<file path="config.mk">
export PLATFORM = sky130hd
export DESIGN_NAME = dnn_dot_accel
export DESIGN_NICKNAME = d
export VERILOG_FILES = /design/src/rtl/dnn_dot_accel.sv
export SDC_FILE = /design/constraint.sdc
export NUM_CORES = 2
export LEC_CHECK = 0
export BUFFER_PORTS_ARGS = -buffer_cell sky130_fd_sc_hd__buf_4
export CAP_MARGIN = 20
export CORE_MARGIN = 2
export CORE_UTILIZATION = 40
export DETAILED_ROUTE_END_ITERATION = 8
export SKIP_CTS_REPAIR_TIMING = 1
export SKIP_LAST_GASP = 1
export SYNTH_ARGS = -nofsm -noshare
export SYNTH_HDL_FRONTEND = slang
export SYNTH_SLANG_ARGS = --single-unit
</file>
<file path="constraint.sdc">
create_clock -name clk -period 27.1 [get_ports clk]
set_clock_uncertainty 0.2 [all_clocks]
set_input_delay 1.355 -clock clk [delete_from_list [all_inputs] [get_ports clk]]
set_output_delay 1.355 -clock clk [all_outputs]
set_load 0.1 [all_outputs]
</file>
<file path="src/rtl/dnn_dot_accel.sv">
// Single-neuron fully connected accelerator: act(bias + sum w[i]*x[i]) in signed Q16.16.
// CPU programs it over an Avalon-MM slave; operands and result move over an Avalon-MM master.
module dnn_dot_accel #(
    parameter int unsigned ADDR_W = 32,
    parameter int unsigned LEN_W  = 16
) (
    input  logic              clk,
    input  logic              rst_n,
    output logic              slave_waitrequest,
    input  logic [3:0]        slave_address,
    input  logic              slave_read,
    output logic [31:0]       slave_readdata,
    input  logic              slave_write,
    input  logic [31:0]       slave_writedata,
    input  logic              master_waitrequest,
    output logic [ADDR_W-1:0] master_address,
    output logic              master_read,
    input  logic [31:0]       master_readdata,
    input  logic              master_readdatavalid,
    output logic              master_write,
    output logic [31:0]       master_writedata
);

    typedef enum logic [3:0] {
        StIdle, StRdB, StWtB, StRdW, StWtW, StRdX, StWtX, StMac, StWr
    } state_e;

    state_e             state_q, state_d;
    logic [ADDR_W-1:0]  bias_addr_q, wbase_q, xbase_q, out_addr_q;
    logic [LEN_W-1:0]   n_q;
    logic               relu_q;
    logic [31:0]        readdata_q;
    logic [31:0]        acc_q, acc_d;
    logic [31:0]        w_q, w_d;
    logic [31:0]        x_q, x_d;
    logic [LEN_W-1:0]   i_q, i_d;

    logic               busy, wr_en, rd_en, start;
    logic [31:0]        rd_mux;
    logic signed [63:0] prod;
    logic [ADDR_W-1:0]  idx_off;
    logic [LEN_W-1:0]   i_inc;
    logic               unused_bits;

    // Busy accesses are stalled, not dropped, so they are serviced once IDLE is reached.
    assign busy              = (state_q != StIdle);
    assign slave_waitrequest = busy && (slave_read || slave_write);
    assign wr_en             = !busy && slave_write;
    assign rd_en             = !busy && slave_read;
    assign start             = wr_en && (slave_address == 4'd0);
    assign slave_readdata    = readdata_q;

    assign prod    = $signed(w_q) * $signed(x_q);
    assign idx_off = ADDR_W'(i_q) << 2;
    assign i_inc   = i_q + LEN_W'(1);

    assign unused_bits = ^{slave_writedata[31:LEN_W], prod[63:48], prod[15:0]};

    always_comb begin
        rd_mux = '0;
        case (slave_address)
            4'd1:    rd_mux = 32'(bias_addr_q);
            4'd2:    rd_mux = 32'(wbase_q);
            4'd3:    rd_mux = 32'(xbase_q);
            4'd4:    rd_mux = 32'(out_addr_q);
            4'd5:    rd_mux = 32'(n_q);
            4'd7:    rd_mux = {31'd0, relu_q};
            default: rd_mux = '0;
        endcase
    end

    always_ff @(posedge clk or negedge rst_n) begin
        if (!rst_n) begin
            bias_addr_q <= '0;
            wbase_q     <= '0;
            xbase_q     <= '0;
            out_addr_q  <= '0;
            n_q         <= '0;
            relu_q      <= 1'b0;
            readdata_q  <= '0;
        end else begin
            if (rd_en) begin
                readdata_q <= rd_mux;
            end
            if (wr_en) begin
                case (slave_address)
                    4'd1:    bias_addr_q <= slave_writedata[ADDR_W-1:0];
                    4'd2:    wbase_q     <= slave_writedata[ADDR_W-1:0];
                    4'd3:    xbase_q     <= slave_writedata[ADDR_W-1:0];
                    4'd4:    out_addr_q  <= slave_writedata[ADDR_W-1:0];
                    4'd5:    n_q         <= slave_writedata[LEN_W-1:0];
                    4'd7:    relu_q      <= slave_writedata[0];
                    default: ;
                endcase
            end
        end
    end

    always_ff @(posedge clk or negedge rst_n) begin
        if (!rst_n) begin
            state_q <= StIdle;
            acc_q   <= '0;
            w_q     <= '0;
            x_q     <= '0;
            i_q     <= '0;
        end else begin
            state_q <= state_d;
            acc_q   <= acc_d;
            w_q     <= w_d;
            x_q     <= x_d;
            i_q     <= i_d;
        end
    end

    // Master outputs are decoded from state so they stay stable while stalled.
    always_comb begin
        state_d          = state_q;
        acc_d            = acc_q;
        w_d              = w_q;
        x_d              = x_q;
        i_d              = i_q;
        master_read      = 1'b0;
        master_write     = 1'b0;
        master_address   = '0;
        master_writedata = '0;
        case (state_q)
            StIdle: begin
                if (start) state_d = StRdB;
            end
            StRdB: begin
                master_read    = 1'b1;
                master_address = bias_addr_q;
                if (!master_waitrequest) state_d = StWtB;
            end
            StWtB: begin
                if (master_readdatavalid) begin
                    acc_d   = master_readdata;
                    i_d     = '0;
                    state_d = (n_q == '0) ? StWr : StRdW;
                end
            end
            StRdW: begin
                master_read    = 1'b1;
                master_address = wbase_q + idx_off;
                if (!master_waitrequest) state_d = StWtW;
            end
            StWtW: begin
                if (master_readdatavalid) begin
                    w_d     = master_readdata;
                    state_d = StRdX;
                end
            end
            StRdX: begin
                master_read    = 1'b1;
                master_address = xbase_q + idx_off;
                if (!master_waitrequest) state_d = StWtX;
            end
            StWtX: begin
                if (master_readdatavalid) begin
                    x_d     = master_readdata;
                    state_d = StMac;
                end
            end
            StMac: begin
                // Taking prod[47:16] truncates toward minus infinity; the sum wraps.
                acc_d   = acc_q + prod[47:16];
                i_d     = i_inc;
                state_d = (i_inc == n_q) ? StWr : StRdW;
            end
            StWr: begin
                master_write     = 1'b1;
                master_address   = out_addr_q;
                master_writedata = (relu_q && acc_q[31]) ? 32'd0 : acc_q;
                if (!master_waitrequest) state_d = StIdle;
            end
            default: state_d = StIdle;
        endcase
    end

endmodule

</file>
==> summary by stage <==
Synth
The number of instances in the synthesized netlist is 4,566. In the post-synthesis netlist, the cell with the most instances is sky130_fd_sc_hd__fa_1. The mapped cell area is ~0.045 mm^2. The fraction of the mapped netlist area in adder cells is 43.8%. The proportion of synthesized chip area in sequential cells is 16.5%. Sorting the synthesized cells by area gives the leading types as sky130_fd_sc_hd__fa_1 38%, sky130_fd_sc_hd__dfrtp_1 16%, sky130_fd_sc_hd__and2_1 7.5%. The post-synthesis average cell area is ~10 um^2. Summing the areas of all compound-gate instances in the mapped netlist gives 6.67% of the synthesized area.

The cell type with the highest aggregate area in the netlist is sky130_fd_sc_hd__fa_1. Ranked by instance count, the synthesized netlist is headed by 840 x sky130_fd_sc_hd__fa_1, 810 x sky130_fd_sc_hd__inv_1, 544 x sky130_fd_sc_hd__nand2_1. After synthesis, the largest family of logic cells by area is adder cells. The post-synth net total is between 5,000 and 6,000. The number of storage elements in the synthesis netlist is about 290.

The share of cell area taken by muxes after synthesis is under 10%. The parity-gate share of the synthesized area counting xor and xnor cells is approximately 3.1%. The fraction of synthesized cell area taken by the top area cell type is 37.8%. The count of synthesis-stage warnings from yosys is 0. Counting distinct cell types in the post-synthesis netlist gives 70. Counting flops with an async set or reset pin after synthesis yields a share of 100%.

The simple-gate area share of the yosys netlist is between 10 and 15%. Among all flip-flop cells after synthesis, the most frequent one is sky130_fd_sc_hd__dfrtp_1. The synthesized design contains 0 enable-type register cells.

Detailed routing
After detailed routing, the number of remaining DRC violations is 0. The average via count per standard cell is between 5 and 6. Dividing the detail-routed wire length by the instance count gives between 20 and 25 um.

The detailed router finished its first iteration with just over 2,000 violations. In the detailed route, the total length drawn on met2 is 57.5 mm. The top routing layer in use is met5. In this run the remaining antenna-violating nets after routing total 0. The detailed-routing wirelength on met1 is 56.1 mm. The routed design has around 130 mm of wire. The met3 wire length is between 9 and 10 mm. The first detailed-routing pass ran for 9 iterations. The final route contains between 30,000 and 40,000 vias.

Worst hold path
The path with the worst hold slack has its endpoint at slave_readdata[2]$_DFFE_PN0P_. The startpoint identified for the worst hold timing path is slave_readdata[2]$_DFFE_PN0P_. The worst hold path cell count is 1. The path class of the tightest hold or removal check is reg2reg.

Clock tree
The clock net in this run drives a total of a little under 300 sinks. The clock transition at the registers of the reported paths is ~0.060 ns. At the later pin of the worst-skew pair, clock insertion delay measures about 0.56 ns. The buffer cell driving the clock tree root is sky130_fd_sc_hd__clkbuf_16. The number of buffers created by CTS is 34. TritonCTS built the clock tree.

In this run the number of H-tree levels came out at 2. The number of buffers on the longest clock path is 3.

Setup path
The highest fanout seen on the critical path is 19. The critical path starts at x_q[3]$_DFFE_PN0P_. The data required time of the critical path is around 27 ns. The worst register-to-register path begins at x_q[3]$_DFFE_PN0P_. STA classifies the critical path startpoint as a flop. In this run the critical register-to-register path is captured at acc_q[30]$_DFFE_PN0P_. The largest single stage delay on the critical path is 0.71 ns.

The slowest cell on the critical path is sky130_fd_sc_hd__dfrtp_1. In this design, the critical path's most frequently occurring cell is sky130_fd_sc_hd__fa_1. The worst register-to-register path has a depth of 37. The worst setup path is captured at a flop. The worst setup path is of the reg2reg kind.

Across all register-to-register paths, the minimum setup slack is around 16 ns. The critical path data arrival time is 10.85 ns.

Outcome
The flow ran to the end, and the final reports show no timing, DRC or antenna violations.

Floorplan
The die is 338 um tall. The initial utilization of the core area, before any placement, comes to between 40% and 50%. Row generation in the floorplan step produced about 120 rows.

The die area is 0.114 mm^2. Pin placement for this block handled around 170 I/O pins. The die is between 300 and 400 um wide. The area of the core region is ~0.11 mm^2.

Global routing
The initial antenna violation count was 13. Entering global routing, the biggest net connects 99 pins. The global-route wire length before repair is 202 mm. Across every metal layer, demand over resource in global routing totals a little under a quarter. The number of global-route vias before repair is about 34,000. Global routing finished with a remaining overflow of 0.

STA
The final hold violation count is 0. The total count of max-transition violations in the final report was 0. The highest clock rate is 93.8 MHz.

The measured slew at the worst slew-check pin is 1.13 ns. The number of setup violations in the final report is 0. The shortest period the worst path allows is ~11 ns. The final critical path takes up between 30 and 40% of the cycle. Setup repair after global routing left no endpoint under its margin. For the final routed database, the setup TNS stands at 0 ns. The remaining max-slew budget at the tightest pin is 24.8%.

Place
The final estimated routing congestion in global placement is around 0.89. Summed over all nets, the half-perimeter wirelength after detailed placement is approximately 98 mm. The total of buffers placed on input and output ports is 172.

Finish
Cells with a size suffix above 1 make up roughly an eighth of the layout. The net total in the final layout is 5,724. Counting the fill cells in the layout gives between 10,000 and 15,000. The area growth from synthesis to layout is 9.15%.

Flow run
Max-cap violations in this run came to 0.
[cells in the final DEF, fill, tap and decap left out, drive strengths merged, types with 5 or more instances in the layout]
| cell type | instances |
|---|---|
| nand4 | 14 |
| o21a | 16 |
| and2 | 536 |
| xnor2 | 97 |
| bufinv | 5 |
| o21bai | 11 |
| a21oi | 69 |
| ha | 216 |
| a31oi | 6 |
| nor2b | 18 |
| clkbuf | 44 |
| mux2 | 210 |
| a21o | 46 |
| dfrtp | 293 |
| and3 | 12 |
| o31ai | 9 |
| o22ai | 5 |
| nand3 | 37 |
| mux2i | 34 |
| a22oi | 46 |
| fa | 840 |
| a211oi | 14 |
| a221oi | 16 |
| xor2 | 59 |
| a221o | 5 |
| or2 | 6 |
| o221ai | 8 |
| nor2 | 68 |
| a222oi | 17 |
| a22o | 18 |
| clkinv | 8 |
| nor3 | 38 |
| nand2b | 20 |
| o21ai | 124 |
| nor4 | 9 |
| inv | 811 |
| nand2 | 544 |
| buf | 246 |
[stage by stage]
stage	instance area, um^2	worst slack (ns)	std cells	util (%)	hold WS [ns]
after detailed placement	47400	16.42	6043	42.9	0.268
after global routing	48600	15.84	6105	44.0	0.302
after floorplan	44500	17.73	4566	-	0.294
after CTS	48500	16.37	6102	43.9	0.285
after global placement	47300	16.28	6042	42.8	0.267
final	48600	16.44	6106	44.0	0.277
[sequential cells by signal, indices dropped and copies added, names as in the netlist]
register / flops
relu_q: 1
w_q: 32
n_q: 16
xbase_q: 32
wbase_q: 32
bias_addr_q: 32
x_q: 32
state_q: 4
acc_q: 32
slave_readdata: 32
i_q: 16
out_addr_q: 32
[routing by layer]
metal	vias to the layer above	track usage (%)
met4	16	4.98
li1	14084	-
met2	981	36.1
met1	16552	32.7
met3	144	5.00
met5	-	0
[worst max-delay path by stage]
stage                     cells past startpoint  slack, ns                    end
after detailed placement                     36      16.42  acc_q[30]$_DFFE_PN0P_
after global placement                       36      16.28  acc_q[30]$_DFFE_PN0P_
after floorplan                              37      17.73  acc_q[30]$_DFFE_PN0P_
after global routing                         37      15.84  acc_q[30]$_DFFE_PN0P_
final                                        37      16.44  acc_q[30]$_DFFE_PN0P_
after CTS                                    36      16.37  acc_q[30]$_DFFE_PN0P_
[cells by family after synthesis]
family / Yosys count
muxes: 244
AOI/OAI and AO/OA: 436
xor gates and xnor gates: 156
and+or+nand+nor: 1317
DFF: 293
buffers and inverters: 1064
adders and majority gates: 1056
[critical path: cells and delay by family, from the launching register on]
family / cells / cell delay, ns
XOR/XNOR: 2 / 0.43
AND/OR/NAND/NOR: 2 / 0.40
flip-flops: 1 / 0.71
buffers and inverters: 5 / 0.57
AO/OA/AOI/OAI: 18 / 3.62
adder cells (fa/ha/maj): 10 / 4.57
[area by class of cell]
class	count	area, um^2	share of cell area [%]
antenna	1	2.50	0.00515
inverter	810	3040	6.25
tap	1488	1860	3.83
clock inverter	15	229	0.471
timing repair buffer	246	1930	3.98
sequential	293	7340	15.1
multi-input combinational	3209	33300	68.5
clock buffer	44	930	1.91
Power is left out: the tool's default activity adds up to more than one toggle a clock period on the data nets, which glitch-free logic cannot reach.
